### config.mk
export PLATFORM = sky130hd
export DESIGN_NAME = fp_addsub_pipe_flat
export DESIGN_NICKNAME = d
export VERILOG_FILES = /design/src/rtl/fp_addsub_if.sv /design/src/rtl/fp_addsub_pipe.sv /design/src/flat_wrapper.sv
export SDC_FILE = /design/constraint.sdc
export NUM_CORES = 1
export LEC_CHECK = 0
export ABC_AREA = 1
export CORE_ASPECT_RATIO = 1.25
export CORE_MARGIN = 8
export CORE_UTILIZATION = 40
export DETAILED_ROUTE_END_ITERATION = 7
export PLACE_DENSITY_LB_ADDON = 0.25
export SLEW_MARGIN = 20
export SYNTH_ARGS = -nofsm -noshare
export SYNTH_HDL_FRONTEND = slang
export SYNTH_SLANG_ARGS = --single-unit
### constraint.sdc
create_clock -name clk -period 12.4 [get_ports clk]
set_input_delay 1.24 -clock clk [delete_from_list [all_inputs] [get_ports clk]]
set_output_delay 1.24 -clock clk [all_outputs]
set_load 0.01 [all_outputs]
### src/rtl/fp_addsub_if.sv
// Operand/result bundle for the pipelined floating-point adder/subtractor.
// Widths follow the exponent/fraction parameters of the attached datapath.
interface fp_addsub_if #(
    parameter int EXP_W = 8,
    parameter int MAN_W = 23
);
    localparam int W = 1 + EXP_W + MAN_W;

    logic         en;
    logic         in_valid;
    logic         sub;
    logic [W-1:0] A;
    logic [W-1:0] B;
    logic [W-1:0] F;
    logic         out_valid;
    logic [3:0]   flags;

    modport master (output en, in_valid, sub, A, B, input F, out_valid, flags);
    modport slave  (input en, in_valid, sub, A, B, output F, out_valid, flags);
endinterface

### src/rtl/fp_addsub_pipe.sv
// Pipelined floating-point add/sub with flush-to-zero inputs, round-to-nearest-even
// and exception flags; input register plus four logic stages, advanced by en.
module fp_addsub_pipe #(
    parameter int EXP_W = 8,
    parameter int MAN_W = 23
) (
    input logic        clk,
    input logic        rst,
    fp_addsub_if.slave bus
);
    localparam int W  = 1 + EXP_W + MAN_W;
    localparam int SH = MAN_W + 3;
    localparam int SW = MAN_W + 4;
    localparam int LW = $clog2(SW + 1);
    localparam int EW = EXP_W + LW + 2;
    localparam logic [EXP_W-1:0]        EMAX   = '1;
    localparam logic signed [EW-1:0]    EMAX_S = $signed({{(EW-EXP_W){1'b0}}, EMAX});
    localparam logic signed [EW-1:0]    EZERO  = '0;

    function automatic logic [LW-1:0] lzc(input logic [SW-1:0] v);
        logic [LW-1:0] n;
        n = LW'(SW);
        for (int i = 0; i < SW; i++)
            if (v[i]) n = LW'(SW - 1 - i);
        return n;
    endfunction

    function automatic logic rne_up(input logic lsb, input logic g, input logic r, input logic s);
        return g & (r | s | lsb);
    endfunction

    logic [W-1:0]       a_p0, b_p0;
    logic               sub_p0, vld_p0;
    logic               sx_p1, sy_p1, nan_p1, inf_p1, infs_p1, vld_p1;
    logic [EXP_W-1:0]   ex_p1, d_p1;
    logic [MAN_W:0]     mx_p1, my_p1;
    logic               sx_p2, sy_p2, nan_p2, inf_p2, infs_p2, vld_p2;
    logic [EXP_W-1:0]   ex_p2;
    logic [SW-1:0]      xs_p2, ys_p2;
    logic               sx_p3, zs_p3, nan_p3, inf_p3, infs_p3, vld_p3;
    logic [EXP_W-1:0]   ex_p3;
    logic [SW:0]        sum_p3;

    // S1: unpack, flush subnormals, apply sub, order by magnitude
    logic             sa, sb, a_nz, b_nz, a_sp, b_sp, a_nan, b_nan, a_inf, b_inf, swap;
    logic [EXP_W-1:0] ea, eb;
    logic [MAN_W-1:0] fa, fb;
    always_comb begin
        sa    = a_p0[W-1];
        sb    = b_p0[W-1] ^ sub_p0;
        ea    = a_p0[W-2:MAN_W];
        eb    = b_p0[W-2:MAN_W];
        a_nz  = |ea;
        b_nz  = |eb;
        a_sp  = &ea;
        b_sp  = &eb;
        fa    = a_nz ? a_p0[MAN_W-1:0] : '0;
        fb    = b_nz ? b_p0[MAN_W-1:0] : '0;
        a_nan = a_sp & (|fa);
        b_nan = b_sp & (|fb);
        a_inf = a_sp & ~(|fa);
        b_inf = b_sp & ~(|fb);
        swap  = {eb, fb} > {ea, fa};
    end

    // S2: align the smaller significand, folding shifted-out bits into sticky
    logic [31:0]     dsh;
    logic [2*SH-1:0] wide;
    logic [SW-1:0]   ys_al;
    always_comb begin
        dsh   = (32'(d_p1) > 32'(SH)) ? 32'(SH) : 32'(d_p1);
        wide  = {my_p1, 2'b00, {SH{1'b0}}} >> dsh;
        ys_al = {wide[2*SH-1:SH], |wide[SH-1:0]};
    end

    // S4: normalise, round, detect specials, pack
    logic                    carry, inex;
    logic [LW-1:0]           lz;
    logic [SW-1:0]           norm;
    logic signed [EW-1:0]    e_n, e_r;
    logic [MAN_W+1:0]        mant;
    logic [MAN_W-1:0]        frac;
    logic [W-1:0]            f_s4;
    logic [3:0]              fl_s4;
    always_comb begin
        carry = sum_p3[SW];
        lz    = lzc(sum_p3[SW-1:0]);
        if (carry) begin
            norm = {sum_p3[SW:2], sum_p3[1] | sum_p3[0]};
            e_n  = $signed({{(EW-EXP_W){1'b0}}, ex_p3}) + EW'(1);
        end else begin
            norm = sum_p3[SW-1:0] << lz;
            e_n  = $signed({{(EW-EXP_W){1'b0}}, ex_p3}) - $signed({{(EW-LW){1'b0}}, lz});
        end
        inex  = |norm[2:0];
        mant  = {1'b0, norm[SW-1:3]} + (MAN_W+2)'(rne_up(norm[3], norm[2], norm[1], norm[0]));
        e_r   = mant[MAN_W+1] ? e_n + EW'(1) : e_n;
        frac  = mant[MAN_W+1] ? mant[MAN_W:1] : mant[MAN_W-1:0];
        f_s4  = {sx_p3, e_r[EXP_W-1:0], frac};
        fl_s4 = {3'b000, inex};
        if (nan_p3) begin
            f_s4  = {1'b0, EMAX, 1'b1, {(MAN_W-1){1'b0}}};
            fl_s4 = 4'b1000;
        end else if (inf_p3) begin
            f_s4  = {infs_p3, EMAX, {MAN_W{1'b0}}};
            fl_s4 = 4'b0000;
        end else if (sum_p3 == '0) begin
            f_s4  = {zs_p3, {(W-1){1'b0}}};
            fl_s4 = 4'b0000;
        end else if (e_r >= EMAX_S) begin
            f_s4  = {sx_p3, EMAX, {MAN_W{1'b0}}};
            fl_s4 = 4'b0101;
        end else if (e_r <= EZERO) begin
            f_s4  = {sx_p3, {(W-1){1'b0}}};
            fl_s4 = 4'b0011;
        end
    end

    always_ff @(posedge clk) begin
        if (bus.en) begin
            a_p0    <= bus.A;
            b_p0    <= bus.B;
            sub_p0  <= bus.sub;

            sx_p1   <= swap ? sb : sa;
            sy_p1   <= swap ? sa : sb;
            ex_p1   <= swap ? eb : ea;
            d_p1    <= swap ? eb - ea : ea - eb;
            mx_p1   <= swap ? {b_nz, fb} : {a_nz, fa};
            my_p1   <= swap ? {a_nz, fa} : {b_nz, fb};
            nan_p1  <= a_nan | b_nan | (a_inf & b_inf & (sa != sb));
            inf_p1  <= a_inf | b_inf;
            infs_p1 <= a_inf ? sa : sb;

            sx_p2   <= sx_p1;
            sy_p2   <= sy_p1;
            ex_p2   <= ex_p1;
            xs_p2   <= {mx_p1, 3'b000};
            ys_p2   <= ys_al;
            nan_p2  <= nan_p1;
            inf_p2  <= inf_p1;
            infs_p2 <= infs_p1;

            // S3: magnitude add or subtract, X is never smaller than Y
            sx_p3   <= sx_p2;
            zs_p3   <= sx_p2 & sy_p2;
            ex_p3   <= ex_p2;
            sum_p3  <= (sx_p2 == sy_p2) ? ({1'b0, xs_p2} + {1'b0, ys_p2})
                                        : ({1'b0, xs_p2} - {1'b0, ys_p2});
            nan_p3  <= nan_p2;
            inf_p3  <= inf_p2;
            infs_p3 <= infs_p2;
        end
    end

    always_ff @(posedge clk) begin
        if (rst) begin
            vld_p0        <= 1'b0;
            vld_p1        <= 1'b0;
            vld_p2        <= 1'b0;
            vld_p3        <= 1'b0;
            bus.out_valid <= 1'b0;
            bus.F         <= '0;
            bus.flags     <= '0;
        end else if (bus.en) begin
            vld_p0        <= bus.in_valid;
            vld_p1        <= vld_p0;
            vld_p2        <= vld_p1;
            vld_p3        <= vld_p2;
            bus.out_valid <= vld_p3;
            bus.F         <= f_s4;
            bus.flags     <= fl_s4;
        end
    end
endmodule

### src/flat_wrapper.sv
// flat-port wrapper written by rule: the top's interface ports become plain ports
module fp_addsub_pipe_flat 
#(
    parameter int EXP_W = 8,
    parameter int MAN_W = 23
)
  (clk, rst, bus_en, bus_in_valid, bus_sub, bus_A, bus_B, bus_F, bus_out_valid, bus_flags);
  fp_addsub_if #(.EXP_W(EXP_W), .MAN_W(MAN_W)) bus_i ();
  input logic clk;
  input logic rst;
  input wire logic [$bits(bus_i.en)-1:0] bus_en;
  input wire logic [$bits(bus_i.in_valid)-1:0] bus_in_valid;
  input wire logic [$bits(bus_i.sub)-1:0] bus_sub;
  input wire logic [$bits(bus_i.A)-1:0] bus_A;
  input wire logic [$bits(bus_i.B)-1:0] bus_B;
  output wire logic [$bits(bus_i.F)-1:0] bus_F;
  output wire logic [$bits(bus_i.out_valid)-1:0] bus_out_valid;
  output wire logic [$bits(bus_i.flags)-1:0] bus_flags;
  assign bus_i.en = bus_en;
  assign bus_i.in_valid = bus_in_valid;
  assign bus_i.sub = bus_sub;
  assign bus_i.A = bus_A;
  assign bus_i.B = bus_B;
  assign bus_F = bus_i.F;
  assign bus_out_valid = bus_i.out_valid;
  assign bus_flags = bus_i.flags;
  fp_addsub_pipe #(.EXP_W(EXP_W), .MAN_W(MAN_W)) u_core (.clk(clk), .rst(rst), .bus(bus_i));
endmodule
# Yosys cells after proc, flatten, opt, wreduce, memory -nomap -nowiden
# Index checks and enable logic that the tools add are counted.
# W data, S select, Z words.
[totals]
wordCells = 128
inputBits = 69
reg_bits = 280
out_inout_bits = 37
[classes]
n_reduce_logical = 9
bitwise = 17
n_eq_ne = 2
order_cmp = 4
addsub = 8
n_mux = 52
n_shift = 2
[op_table]
columns = ["op", "count"]
rows = [
  ["$mux W32", 3],
  ["$mux W5", 16],
  ["$mux W23", 3],
  ["$mux W31", 2],
  ["$shr A52 B32 Y52", 1],
  ["$mux W24", 2],
  ["$mux W4", 12],
  ["$reduce_or A23 Y1", 2],
  ["$gt A31 B31 Y1", 1],
  ["$mux W15", 2],
  ["$add A27 B27 Y28", 1],
  ["$logic_not A28 Y1", 1],
  ["$mux W28", 1],
  ["$sub A27 B27 Y28", 1],
  ["$mux W27", 1],
  ["$shl A27 B5 Y27", 1],
  ["$reduce_or A26 Y1", 1],
  ["$add A24 B1 Y25", 1],
  ["$mux W8", 3],
  ["$reduce_and A8 Y1", 2],
  ["$reduce_or A8 Y1", 2],
  ["$sub A8 B8 Y8", 2],
  ["$add A15 B2 Y15 const B", 1],
  ["$ge A15 B9 Y1 const B", 1],
  ["other kinds (13)", 31],
]

# Longest topological paths before layout
[logic_depth]
word_depth = 40
mapped_depth = 52
ltp_nobuf = 50

# Worst setup path before layout
# OpenSTA, ideal clock, no wires.
[synth_path]
path_type = "register -> register"
start = "register u_core.sum_p3[1]"
end = "register u_core.bus.F[10]"
path_buffers = 2
required_ps = 12330
arrival_ps = 4664
setup_slack_ps = 7666
path_stages_with_launch = 36
setup_ps = 70
period_less_slack_ps = 4734
path_cell_list = "edfxtp_1 -> inv_1 -> a21oi_1 -> o311ai_1 -> nand3_1 -> nand3_1 -> nand3_1 -> nand3_1 -> nand3_1 -> nand3_1 -> nand3_1 -> a21oi_2 -> inv_2 -> clkbuf_1 -> ha_1 -> nand2_1 -> nor2_1 -> a211oi_1 -> nor2_1 -> o21ai_0 -> inv_1 -> o21ai_0 -> nand2_1 -> xnor2_1 -> nand4_1 -> nor3_1 -> xor2_1 -> inv_1 -> o21ai_1 -> nor2_2 -> nand3_2 -> nand2_1 -> inv_2 -> buf_6 -> nand3_1 -> a21oi_1"
[synth_between]
elab_chain_cells = 39
word_cells_on_any_way = 46
cone_classes = "add/sub (3); order compare (2); shift (1); mux (35); bitwise (4); reduce/logical (1)"
[synth_rtl]
columns = ["item", "line_no", "source"]
rows = [
  ["start, declared", "fp_addsub_pipe.sv:42", "logic [SW:0] sum_p3;"],
  ["start signal, assigned", "fp_addsub_pipe.sv:148", "sum_p3 <= (sx_p2 == sy_p2) ? ({1'b0, xs_p2} + {1'b0, ys_p2})"],
  ["$mux W2 (2 in series)", "fp_addsub_pipe.sv:24", "if (v[i]) n = LW'(SW - 1 - i);"],
  ["$mux W4 (8 in series)", "fp_addsub_pipe.sv:24", ""],
  ["$mux W5 (16 in series)", "fp_addsub_pipe.sv:24", ""],
  ["$shl A27 B5 Y27", "fp_addsub_pipe.sv:92", "norm = sum_p3[SW-1:0] << lz;"],
  ["$mux W27", "fp_addsub_pipe.sv:88", "if (carry) begin"],
  ["$or A1 B1 Y1 (2 in series)", "fp_addsub_pipe.sv:29", "return g & (r | s | lsb);"],
  ["$and A1 B1 Y1", "fp_addsub_pipe.sv:29", ""],
  ["$add A24 B1 Y25", "fp_addsub_pipe.sv:96", "mant = {1'b0, norm[SW-1:3]} + (MAN_W+2)'(rne_up(norm[3], norm[2], norm[1], norm[0]));"],
  ["$mux W15", "fp_addsub_pipe.sv:97", "e_r = mant[MAN_W+1] ? e_n + EW'(1) : e_n;"],
  ["$le A15 B1 Y1", "fp_addsub_pipe.sv:113", "end else if (e_r <= EZERO) begin"],
  ["$mux W31", "fp_addsub_pipe.sv:113", ""],
  ["$mux W31", "fp_addsub_pipe.sv:110", "end else if (e_r >= EMAX_S) begin"],
  ["$mux W32 (*)", "fp_addsub_pipe.sv:107", "end else if (sum_p3 == '0) begin"],
  ["$mux W32 (*)", "fp_addsub_pipe.sv:104", "end else if (inf_p3) begin"],
  ["$mux W32 (*)", "fp_addsub_pipe.sv:101", "if (nan_p3) begin"],
  ["end signal, assigned", "fp_addsub_pipe.sv:171", "bus.F <= f_s4;"],
  ["end, declared", "fp_addsub_if.sv:19", "modport slave (input en, in_valid, sub, A, B, output F, out_valid, flags);"],
]
# Every way passes the cells marked *; elsewhere a longest branch is shown, timed or not.
# A chain may end at the register's enable or synchronous reset.

# Worst setup path after layout
[layout_path]
start = "register u_core.sum_p3[1]"
end = "register u_core.bus.F[8]"
# The elaborated chain is that of the path after synthesis.

==> Flow_metrics.wiki <==
{| class="wikitable"
! Metric !! Value
|-
| Number of max-slew violations in the final report || 0
|-
| Via count of the first global-routing pass || approximately 15000
|-
| Setup TNS || 0 ps
|-
| GRT Residual Overflow || 0
|-
| Overall global routing resource usage || approximately 18%
|-
| Area fraction of the dominant cell type after synthesis || 39.7%
|-
| Synthesized net count || around 2400
|-
| Run status || finished, final reports clean
|-
| Final worst setup slack || a little over 6000 ps
|-
| Max Fanout on Critical Path || 33
|-
| Final period utilization || 49.8%
|-
| Via count || approximately 15000
|-
| Setup CP Type || flip-flop to flip-flop
|-
| Overall die area || between 50000 and 60000 sq um
|-
| Final net count || 2488
|-
| Hold_buf cts || 0
|-
| Combinational family with the most area after synthesis || simple AND/OR/NAND/NOR gates
|-
| Post-DR vias/cell || between 5 and 6
|-
| Synthesized-area fraction occupied by xor and xnor cells || about 2.9%
|-
| Total routed wirelength || 48.2 mm
|-
| Post-route ant nets || 0
|-
| Power Density || between 150 and 200 nW/um^2
|-
| Residual DRC || 0
|-
| Num ports || 106
|-
| Critical Path End Type || flip-flop
|-
| Most frequent standard cell in the layout excluding fill and tap cells || nand2_1
|-
| Number of warnings issued by yosys || 0
|-
| Max capacitance violation total || 0
|-
| Worst-path clk slew || around 60 ps
|-
| Slew of the pin with the lowest slew margin || approximately 1100 ps
|-
| Final Cell Area || ~21000 sq um
|-
| Time the worst path needs with I/O delays and setup || 6170 ps
|-
| Number of cells on the worst hold path || 0
|-
| Dominant cells by area after synthesis || edfxtp_1, nand2_1, nand3_1
|-
| Antenna violations before repair || 0
|-
| Floorplan Core Area || 44800 sq um
|-
| Y dimension of the die || around 250 um
|-
| Maximum level of the CTS H-tree || 1
|-
| Predominant post-synthesis flop cell || edfxtp_1
|-
| Initial cell density of the core || approximately 40%
|-
| Rows || 87
|-
| Critical path depth in cells || between 40 and 50
|-
| Cell type group with the largest total delay on the critical path || simple AND/OR/NAND/NOR gates
|-
| Number of distinct standard cells referenced by the synthesized netlist || 60
|-
| Buffers & Inverters on Critical Path || 3
|-
| Number of input and output port buffers inserted || between 100 and 150
|-
| Post-synthesis compound-gate area fraction || about an eighth
|-
| First-pass GRT wire length || 77.2 mm
|-
| Leakage power || a little under 9 nW
|-
| Root Buffer || clkbuf_16
|-
| Clk_skew || 17.2 ps
|-
| Average size of a mapped cell || between 8 and 9 sq um
|-
| WP data required || between 10000 and 15000 ps
|-
| Summed instance area of the synthesized netlist || between 15000 and 20000 sq um
|-
| Die W || between 200 and 250 um
|-
| Post-CTS setup buffer count || 0
|-
| CP startpoint kind || flip-flop
|-
| TritonCTS clock tree || done
|-
| Adder and majority gate portion of the synthesized area || 7.09%
|-
| EDFF count, synth || around 240
|-
| Detailed placement HPWL || between 30 and 40 mm
|-
| Most common cell type on the critical path || nand2_1
|-
| Worst skew pair latency || approximately 570 ps
|-
| Last weighted congestion value of the routability-driven placer || around 0.95
|-
| Sequential area share after synthesis || 44.3%
|-
| Starting DRC count in detailed routing || between 900 and 1000
|-
| Area overhead of the layout relative to synthesis || 13.5%
|-
| Setup repair after global routing missed its margin || false
|-
| Biggest cell delay along the critical path || 670 ps
|-
| Number of flip-flops and latches in the synthesized netlist || 280
|-
| Dpl cell area || 19600 sq um
|-
| Detailed Routing Iterations Pass 1 || 6
|-
| Antenna diodes || 0
|-
| Max rail drop VDD || 0.113 mV
|-
| Fraction of final layout cells sized beyond drive strength 1 || 4.44%
|-
| Maximum clock rate || 162 MHz
|-
| WL per Instance || about 17 um
|-
| Proportion of register bits with asynchronous set or reset after synthesis || 0%
|-
| Worst rel slew slack || a little over a quarter
|-
| Maximum number of pins on one net before global-route repair || 76
|-
| Arrival time worst endpoint || around 6600 ps
|-
| Crit-path slowest cell || nor3_2
|-
| Number of setup violations in the final report || 0
|-
| Multiplexer share of the synthesized area || less than 1%
|-
| Num Clock Sinks || 280
|-
| Type of the tightest min-delay check || flip-flop to flip-flop
|-
| R2R depth || 48
|-
| Mapped Cells || 2258
|-
| Synth area leader || edfxtp_1
|-
| Area share of and/or/nand/nor cells after synthesis || about a quarter
|-
| Number of hold violations in the final report || 0
|-
| Worst slack at placement || 6370 ps
|-
| Cts bufs inserted || 30
|-
| Top library cells by usage in the layout, fill and taps aside || nand2_1, inv_1, nand3_1, edfxtp_1, o21ai_0
|-
| Number of gates resized after CTS || 0
|-
| Clock buffer depth || 3
|}
synthesized netlist by cell type (3+ instances only):
master,count
o41ai_1,3
o21ai_1,5
nand3b_1,5
o211ai_1,3
a21o_1,3
clkbuf_1,66
nand2_2,6
nor4_1,20
a31oi_1,7
o21bai_1,5
a21oi_1,118
nand3_1,259
nor2_1,159
ha_1,96
xor2_1,44
fa_1,4
nand2_1,513
mux2i_1,4
o31ai_1,6
buf_6,8
nor2_2,6
buf_2,6
dfxtp_1,41
xnor2_1,16
buf_1,9
inv_2,8
nand4_1,35
o22ai_1,25
nor3_1,20
o21ai_0,211
edfxtp_1,239
inv_1,262
or2_2,3
nand3_2,6
buf_4,3
clkinv_1,3
registers in the layout (all words and copies together), names as in the netlist, 4 cells and up:
| signal | flops |
|---|---|
| u_core.xs_p2 | 24 |
| u_core.mx_p1 | 24 |
| u_core.a_p0 | 32 |
| u_core.b_p0 | 32 |
| u_core.bus.F | 32 |
| u_core.sum_p3 | 28 |
| u_core.my_p1 | 24 |
| u_core.ex_p2 | 8 |
| u_core.ex_p1 | 8 |
| u_core.ex_p3 | 8 |
| u_core.ys_p2 | 27 |
| u_core.bus.flags | 4 |
| u_core.d_p1 | 8 |
through the flow:
stage / std cells / utilization, % / hold slack [ps] / power (mW)
finish: 2918 / 45.8 / 417 / 3.24
floorplan: 2258 / - / 400 / 2.03
global placement: 2865 / 43.6 / 401 / 2.38
detailed placement: 2865 / 43.6 / 405 / 2.38
global route: 2918 / 45.8 / 422 / 3.45
CTS: 2918 / 45.8 / 410 / 3.27
per-layer routing:
layer	GRT usage [%]	part of all wire, %	vias up
met4	6.84	3.5	0
met2	34.2	52	376
met5	0	0	-
li1	-	-	7791
met3	1.87	3.8	92
met1	20.7	41	7144
layout make-up:
class,count,area (sq um)
Fill cell,4544,24300
Multi-Input combinational cell,1613,8630
Sequential cell,280,8000
Timing Repair Buffer,121,1180
Inverter,273,1020
Clock buffer,38,802
Tap cell,578,723
Clock inverter,15,166
cell families (layout without fill, tap and decap cells):
group / after synthesis / after routing
flip-flops: 280 / 280
adder cells (fa/ha/maj): 100 / 100
AND/OR/NAND/NOR: 1044 / 1044
XOR/XNOR: 60 / 60
buffers and inverters: 365 / 447
multiplexers: 4 / 4
AO/OA/AOI/OAI: 405 / 405
worst register-to-register path, delay by kind of cell, from the launching register on:
kind	cells	cell delay (ps)
buffers and inverters	3	290
AOI/OAI and AO/OA	2	210
DFF	1	430
and+or+nand+nor	42	4890
adders and majority gates	1	200
path summary, 6_finish.rpt:
check                   start              end  slack [ps]
max          u_core.sum_p3[1]  u_core.bus.F[8]        6230
min           u_core.mx_p1[6]  u_core.xs_p2[9]         420
max reg2reg  u_core.sum_p3[1]  u_core.bus.F[8]        6230
min reg2reg   u_core.mx_p1[6]  u_core.xs_p2[9]         420
where the power goes:
part	switching [mW]	internal, mW
clock network	0.361	0.518
registers	0.0705	1.16
logic	0.765	0.365
No activity file was read; power rests on OpenSTA's default activity.
